==> config.mk <==
export PLATFORM = sky130hd
export DESIGN_NAME = fifo_write_arbiter
export DESIGN_NICKNAME = d
export VERILOG_FILES = /design/src/rtl/fifo_write_arbiter.sv
export SDC_FILE = /design/constraint.sdc
export NUM_CORES = 1
export LEC_CHECK = 0
export ABC_AREA = 0
export CELL_PAD_IN_SITES_DETAIL_PLACEMENT = 1
export CELL_PAD_IN_SITES_GLOBAL_PLACEMENT = 1
export CORE_AREA = 2 2 47 93
export DETAILED_ROUTE_END_ITERATION = 7
export DIE_AREA = 0 0 49 95
export HOLD_SLACK_MARGIN = 0.12
export PLACE_DENSITY = 0.75
export SYNTH_ARGS = -nofsm -noshare
export SYNTH_HDL_FRONTEND = slang
export SYNTH_SLANG_ARGS = --single-unit
export TNS_END_PERCENT = 50
==> constraint.sdc <==
create_clock -name wclk -period 1.8 [get_ports wclk]
set_input_delay 0.27 -clock wclk [delete_from_list [all_inputs] [get_ports wclk]]
set_output_delay 0.27 -clock wclk [all_outputs]
set_load 0.02 [all_outputs]
==> src/rtl/fifo_write_arbiter.sv <==
// Round-robin arbiter sharing one FIFO write port among NUM_REQ write-domain requesters.
// Grants a bounded burst per owner, shortened to one word while the FIFO is half full.
module fifo_write_arbiter #(
    parameter int unsigned NUM_REQ    = 4,
    parameter int unsigned DATA_WIDTH = 8,
    parameter int unsigned MAX_BURST  = 4
) (
    input  logic                            wclk,
    input  logic                            wrst,
    input  logic [NUM_REQ-1:0]              req,
    input  logic [NUM_REQ*DATA_WIDTH-1:0]   req_data,
    input  logic                            full,
    input  logic                            half_full,
    output logic [NUM_REQ-1:0]              gnt,
    output logic [$clog2(NUM_REQ)-1:0]      gnt_id,
    output logic                            w_en,
    output logic [DATA_WIDTH-1:0]           data_in,
    output logic                            busy
);

    localparam int unsigned IdW = $clog2(NUM_REQ);

    typedef enum logic {StIdle, StGrant} state_e;

    state_e             state_q, state_d;
    logic [NUM_REQ-1:0] gnt_q, gnt_d;
    logic [IdW-1:0]     gnt_id_q, gnt_id_d;
    logic [IdW-1:0]     last_q, last_d;
    logic [3:0]         burst_cnt_q, burst_cnt_d;
    logic [3:0]         burst_lim_q, burst_lim_d;

    logic               found;
    logic [IdW-1:0]     winner;
    logic [IdW-1:0]     scan_idx;
    logic               accept;

    always_ff @(posedge wclk or posedge wrst) begin
        if (wrst) begin
            state_q     <= StIdle;
            gnt_q       <= '0;
            gnt_id_q    <= '0;
            last_q      <= IdW'(NUM_REQ - 1);
            burst_cnt_q <= '0;
            burst_lim_q <= '0;
        end else begin
            state_q     <= state_d;
            gnt_q       <= gnt_d;
            gnt_id_q    <= gnt_id_d;
            last_q      <= last_d;
            burst_cnt_q <= burst_cnt_d;
            burst_lim_q <= burst_lim_d;
        end
    end

    // First requesting index after the last owner, wrapping modulo NUM_REQ.
    always_comb begin
        found    = 1'b0;
        winner   = '0;
        scan_idx = '0;
        for (int unsigned k = 1; k <= NUM_REQ; k++) begin
            scan_idx = IdW'((32'(last_q) + k) % NUM_REQ);
            if (!found && req[scan_idx]) begin
                found  = 1'b1;
                winner = scan_idx;
            end
        end
    end

    assign accept = req[gnt_id_q] & ~full;

    always_comb begin
        state_d     = state_q;
        gnt_d       = gnt_q;
        gnt_id_d    = gnt_id_q;
        last_d      = last_q;
        burst_cnt_d = burst_cnt_q;
        burst_lim_d = burst_lim_q;
        unique case (state_q)
            StIdle: begin
                if (found && !full) begin
                    state_d     = StGrant;
                    gnt_d       = NUM_REQ'(1) << winner;
                    gnt_id_d    = winner;
                    last_d      = winner;
                    burst_cnt_d = '0;
                    burst_lim_d = half_full ? 4'd1 : 4'(MAX_BURST);
                end
            end
            StGrant: begin
                if (!req[gnt_id_q]) begin
                    state_d = StIdle;
                    gnt_d   = '0;
                end else if (!full) begin
                    burst_cnt_d = burst_cnt_q + 4'd1;
                    if (burst_cnt_q + 4'd1 == burst_lim_q) begin
                        state_d = StIdle;
                        gnt_d   = '0;
                    end
                end
                // full with an active request: hold grant and count, no timeout
            end
            default: begin
                state_d = StIdle;
                gnt_d   = '0;
            end
        endcase
    end

    always_comb begin
        busy    = (state_q == StGrant);
        w_en    = busy & accept;
        gnt     = gnt_q;
        gnt_id  = gnt_id_q;
        data_in = req_data[gnt_id_q*DATA_WIDTH +: DATA_WIDTH];
    end

endmodule
Yosys cells after proc, flatten, opt, wreduce, memory -nomap -nowiden
Index checks and enable logic that the tools add are counted.

Bits in read-only memories: 0. Memories: 0. Logic and storage cells: 72. RAM bits: 0. Latch bits: 0. Register bits: 17. Bits of input ports: 40. Output and inout bits: 16.

Divide/modulo/power cells: 0. $mul: 0. Equality and inequality tests: 6. Shift operators: 2. Mux-type cells: 33. Bitwise operators: 4. Reductions and logical operators: 11. Add/sub/neg operators: 5. Order comparisons: 5.

Operators with widths (count): 32-bit by 6-bit variable part select with 8-bit output (1); 4-bit 2-to-1 mux (7); 4-bit one-hot mux with 2 select lines (2); 2-bit by 3-bit < comparator with 1-bit output (second input constant) (5); 1-bit 2-to-1 mux (13); 1-bit binary-select mux with 2-bit select (5); 2-bit 2-to-1 mux (4); 3-bit AND reduction (2); 2-bit by 1-bit adder with 2-bit output (second input constant) (2); 2-bit adder (second input constant) (2); 4-bit by 1-bit adder with 4-bit output (second input constant) (1); 4-bit == test (1); 1-bit logical AND (4); 1-bit zero test (4); 2-bit inequality test (second input constant) (2); 1-bit by 2-bit left shift with 4-bit output (first input constant) (1); 3-bit 2-to-1 mux (1); 3-bit by 2-bit inequality test with 1-bit output (second input constant) (1); 3-bit inequality test (second input constant) (1); 1-bit bitwise AND (2); 2-bit by 1-bit inequality test with 1-bit output (second input constant) (1); 1-bit inverter (2); 1-bit one-hot mux with 2 select lines (1); 2-bit AND reduction (1).

Logic depth before layout (Yosys ltp)
Depth after elaboration: 16. Gate-level depth with buffers: 5. Mapped depth without buffers: 5.

Worst setup path before layout
No wires, ideal clock.

Path kind: register to output. From: register gnt_id_q[0] (netlist: gnt_id[0]). To: output port data_in[0]. Path buffers: 1. Required time: 1530 ps. Cell stages (with the launch flop): 3. Arrival time: 1326 ps. Setup slack: 204 ps. Path through: dfrtp_1 -> buf_4 -> mux4_1.

Longest elaborated chain between the ends: 1.

RTL lines: start: declaration (line 27) `logic [IdW-1:0] gnt_id_q, gnt_id_d;`; start signal: assignment (line 48) `gnt_id_q <= gnt_id_d;`; 32-bit by 6-bit variable part select with 8-bit output (line 114) `data_in = req_data[gnt_id_q*DATA_WIDTH +: DATA_WIDTH];`; end: declaration (line 17) `output logic [DATA_WIDTH-1:0] data_in,`.

No other way between the ends.

Final worst setup path
Ends and elaborated chain as after synthesis.

==> flow_summary.yaml <==
layout:
  nets: 215
  final_cell_mix: "44 x clkdlybuf4s50_1, 16 x buf_4, 12 x dfrtp_1"
  diodes: 0
  drive_gt1_share_pct: 23.70
  layout_commonest_cell: "clkdlybuf4s50_1"
  fin_cells: 225
  area_growth_pct: 64.90
synthesis:
  synth_compound_area_share_pct: 17.89
  netlist_instances: 101
  syn-cell-area_um2: 1112
  synth_ff_type: "dfrtp_1"
  synthXorXnorAreaFrac_pct: 2.362
  ys_types: 38
  synth-edff-count: 0
  synth_mux_area_share_pct: 23.96
  seq_area_frac_synth_pct: 33.97
  async_flop_share_pct: 100.0
  syn_nets: 142
  synth_top_area_cell: "dfrtp_1"
  synth_area_per_cell_um2: 11.01
  synth_top_family_by_area: "multiplexers"
  synth_top_cell_area_share_pct: 29.25
  yosys_warnings: 0
  synth-simple-area-share_pct: 14.85
  yosys.area_share.adder_pct: 1.125
  ys_seq_elements: 15
  synthTopCellsByArea: "dfrtp_1 29%, mux4_1 19%, dfstp_2 4.7%"
routing:
  wl_per_cell_um: 15.70
  drcViolationCount: 0
  routed_via_density: 4.813
  ant_nets: 0
  num_vias: 1083
  drt_wl_total_mm: 3.533
  drtIter0Drc: 12
  first_pass_iters: 4
global_route:
  grt_first_pass_wirelength_mm: 5.692
  track_usage_pct: 16.28
  grt_max_degree: 16
  first_global_vias: 1170
  grt_overflow: 0
  antenna_found_initial: 0
clocking:
  cts_made_buffers: 3
  clock_latency_ns: 0.25
  clkTransAtPathRegs_ns: 0.06
  clk_path_buf_depth: 2
  hold_buffers: 0
  clock_tree.root_cell: "clkbuf_8"
  cts_tree: "yes"
  cts_max_level: 1
  clkSinkCount: 15
sta:
  max_freq_mhz: 570.7
  fin_crit_sh_pct: 97.34
  rsz0062_at_grt: "yes"
  slew_headroom_pct: 59.05
  worst_pin_slew_ns: 0.6135
  finalCriticalPeriod_ns: 1.752
  setup_violations: 0
  finalHoldViolCount: 0
  clock_skew_ns: 0.001384
  drv_slew: 0
power:
  leakage_nw: 0.7872
  finalPower_mw: 2.624
  ir_drop_v: 0.0006924
  power_density_nw_per_um2: 1431
floorplanning:
  num_rows: 33
  die_area_um2: 4655
  coreArea_um2: 4005
  die_h_um: 95
  io_pins: 56
  die_w_um: 49
  start_util_pct: 27.77
setup_path:
  cp_data_required_time_ns: 1.53
  cp-end-kind: "primary output"
  critPathKind: "flip-flop to primary output"
  critPathArrivalTime_ns: 1.48
  startpoint_type: "flip-flop"
  critPathMaxFanout: 6
place:
  dp_hpwl_mm: 2.935
  port_buffers: 55
  gp_congestion: 0.8143
  dp.cells: 219
status:
  status: "finished, final reports clean"
run:
  drv_cap: 0
hold_path:
  holdCritPathClass: "primary input to asynchronous set/reset pin"
cell type report:
cell class / count / area [um2]
fillers: 468 / 2171
multi-input cells: 73 / 673.1
repair buffers: 72 / 638.1
flip-flops and latches: 15 / 379.1
well taps: 52 / 65.06
clock buffers: 4 / 45.04
inverters: 9 / 33.78
cell usage after synthesis (2+ instances only):
master,number
xnor2_1,2
a21oi_1,5
dfrtp_1,13
nand2_1,4
nor2_1,9
a21o_1,2
nor3b_1,2
inv_1,9
nand2b_1,4
o221ai_1,2
o21ai_0,4
mux4_1,8
o211ai_1,4
dfstp_2,2
mux2i_1,2
mux2_2,2
nand3_1,5
buf_4,2
metal layers:
layer / part of all wire, % / global-route usage (%)
met5: 0 / 0
met1: 37 / 16.53
met4: 1.4 / 4.286
met3: 1.9 / 1.741
met2: 60 / 33.79
cells by family (layout without fill, tap and decap cells):
family | after synthesis | in the layout
AOI/OAI and AO/OA | 25 | 25
adders and majority gates | 1 | 1
muxes | 13 | 13
buffers and inverters | 13 | 85
xor gates and xnor gates | 3 | 3
and+or+nand+nor | 31 | 31
DFF | 15 | 15
sequential cells by signal (all words and copies together) (netlist names):
| signal | cells |
|---|---|
| gnt_id | 2 |
| burst_cnt_q | 4 |
| burst_lim_q | 2 |
| last_q | 2 |
| busy | 1 |
| gnt | 4 |
metrics by stage:
stage	area [um2]	setup WS [ns]	utilization, %	setup TNS (ns)	hold slack [ns]
global route	1834	-0.002612	45.80	-0.002612	0.4540
CTS	1828	0.01779	45.64	0	0.4058
finish	1834	0.04788	45.80	0	0.3901
detailed placement	1809	-0.3789	45.17	-3.369	0.5108
global placement	1809	-0.3517	45.17	-2.860	0.4938
floorplan	1112	0.2040	-	0	0.1700
final timing paths:
path / from / to / slack, ns / depth (start not counted)
max reg2reg: burst_cnt_q[0] / gnt[1] / 0.18 / 6
min: wrst / burst_lim_q[2] / 0.39 / 2
min in group wclk: burst_cnt_q[3] / burst_cnt_q[3] / 0.53 / 1
min reg2reg: burst_cnt_q[3] / burst_cnt_q[3] / 0.53 / 1
max in group asynchronous: wrst / gnt_id[0] / 0.98 / 2
max: gnt_id[0] / data_in[0] / 0.05 / 3
worst max-delay path, stage by stage (launching register included):
cell and delay [ns]:
dfrtp_2 0.37, buf_4 0.15, mux4_1 0.54, buf_2 0.17
power breakdown:
group          total, mW  switching (mW)  internal [mW]
clock              0.278           0.122          0.157
sequential         0.697           0.178          0.519
combinational       1.65           0.811          0.837
total               2.62            1.11           1.51
timing repair:
item / 4_1_cts / 5_1_grt
pin swaps: 0 / 0
resized for setup: 40 / 3
buffers inserted: 2 / 0
endpoints found under the setup margin: 10 / 9
hold endpoints to repair: 0 / 0
Note: power is estimated with default switching activity, not from simulation.
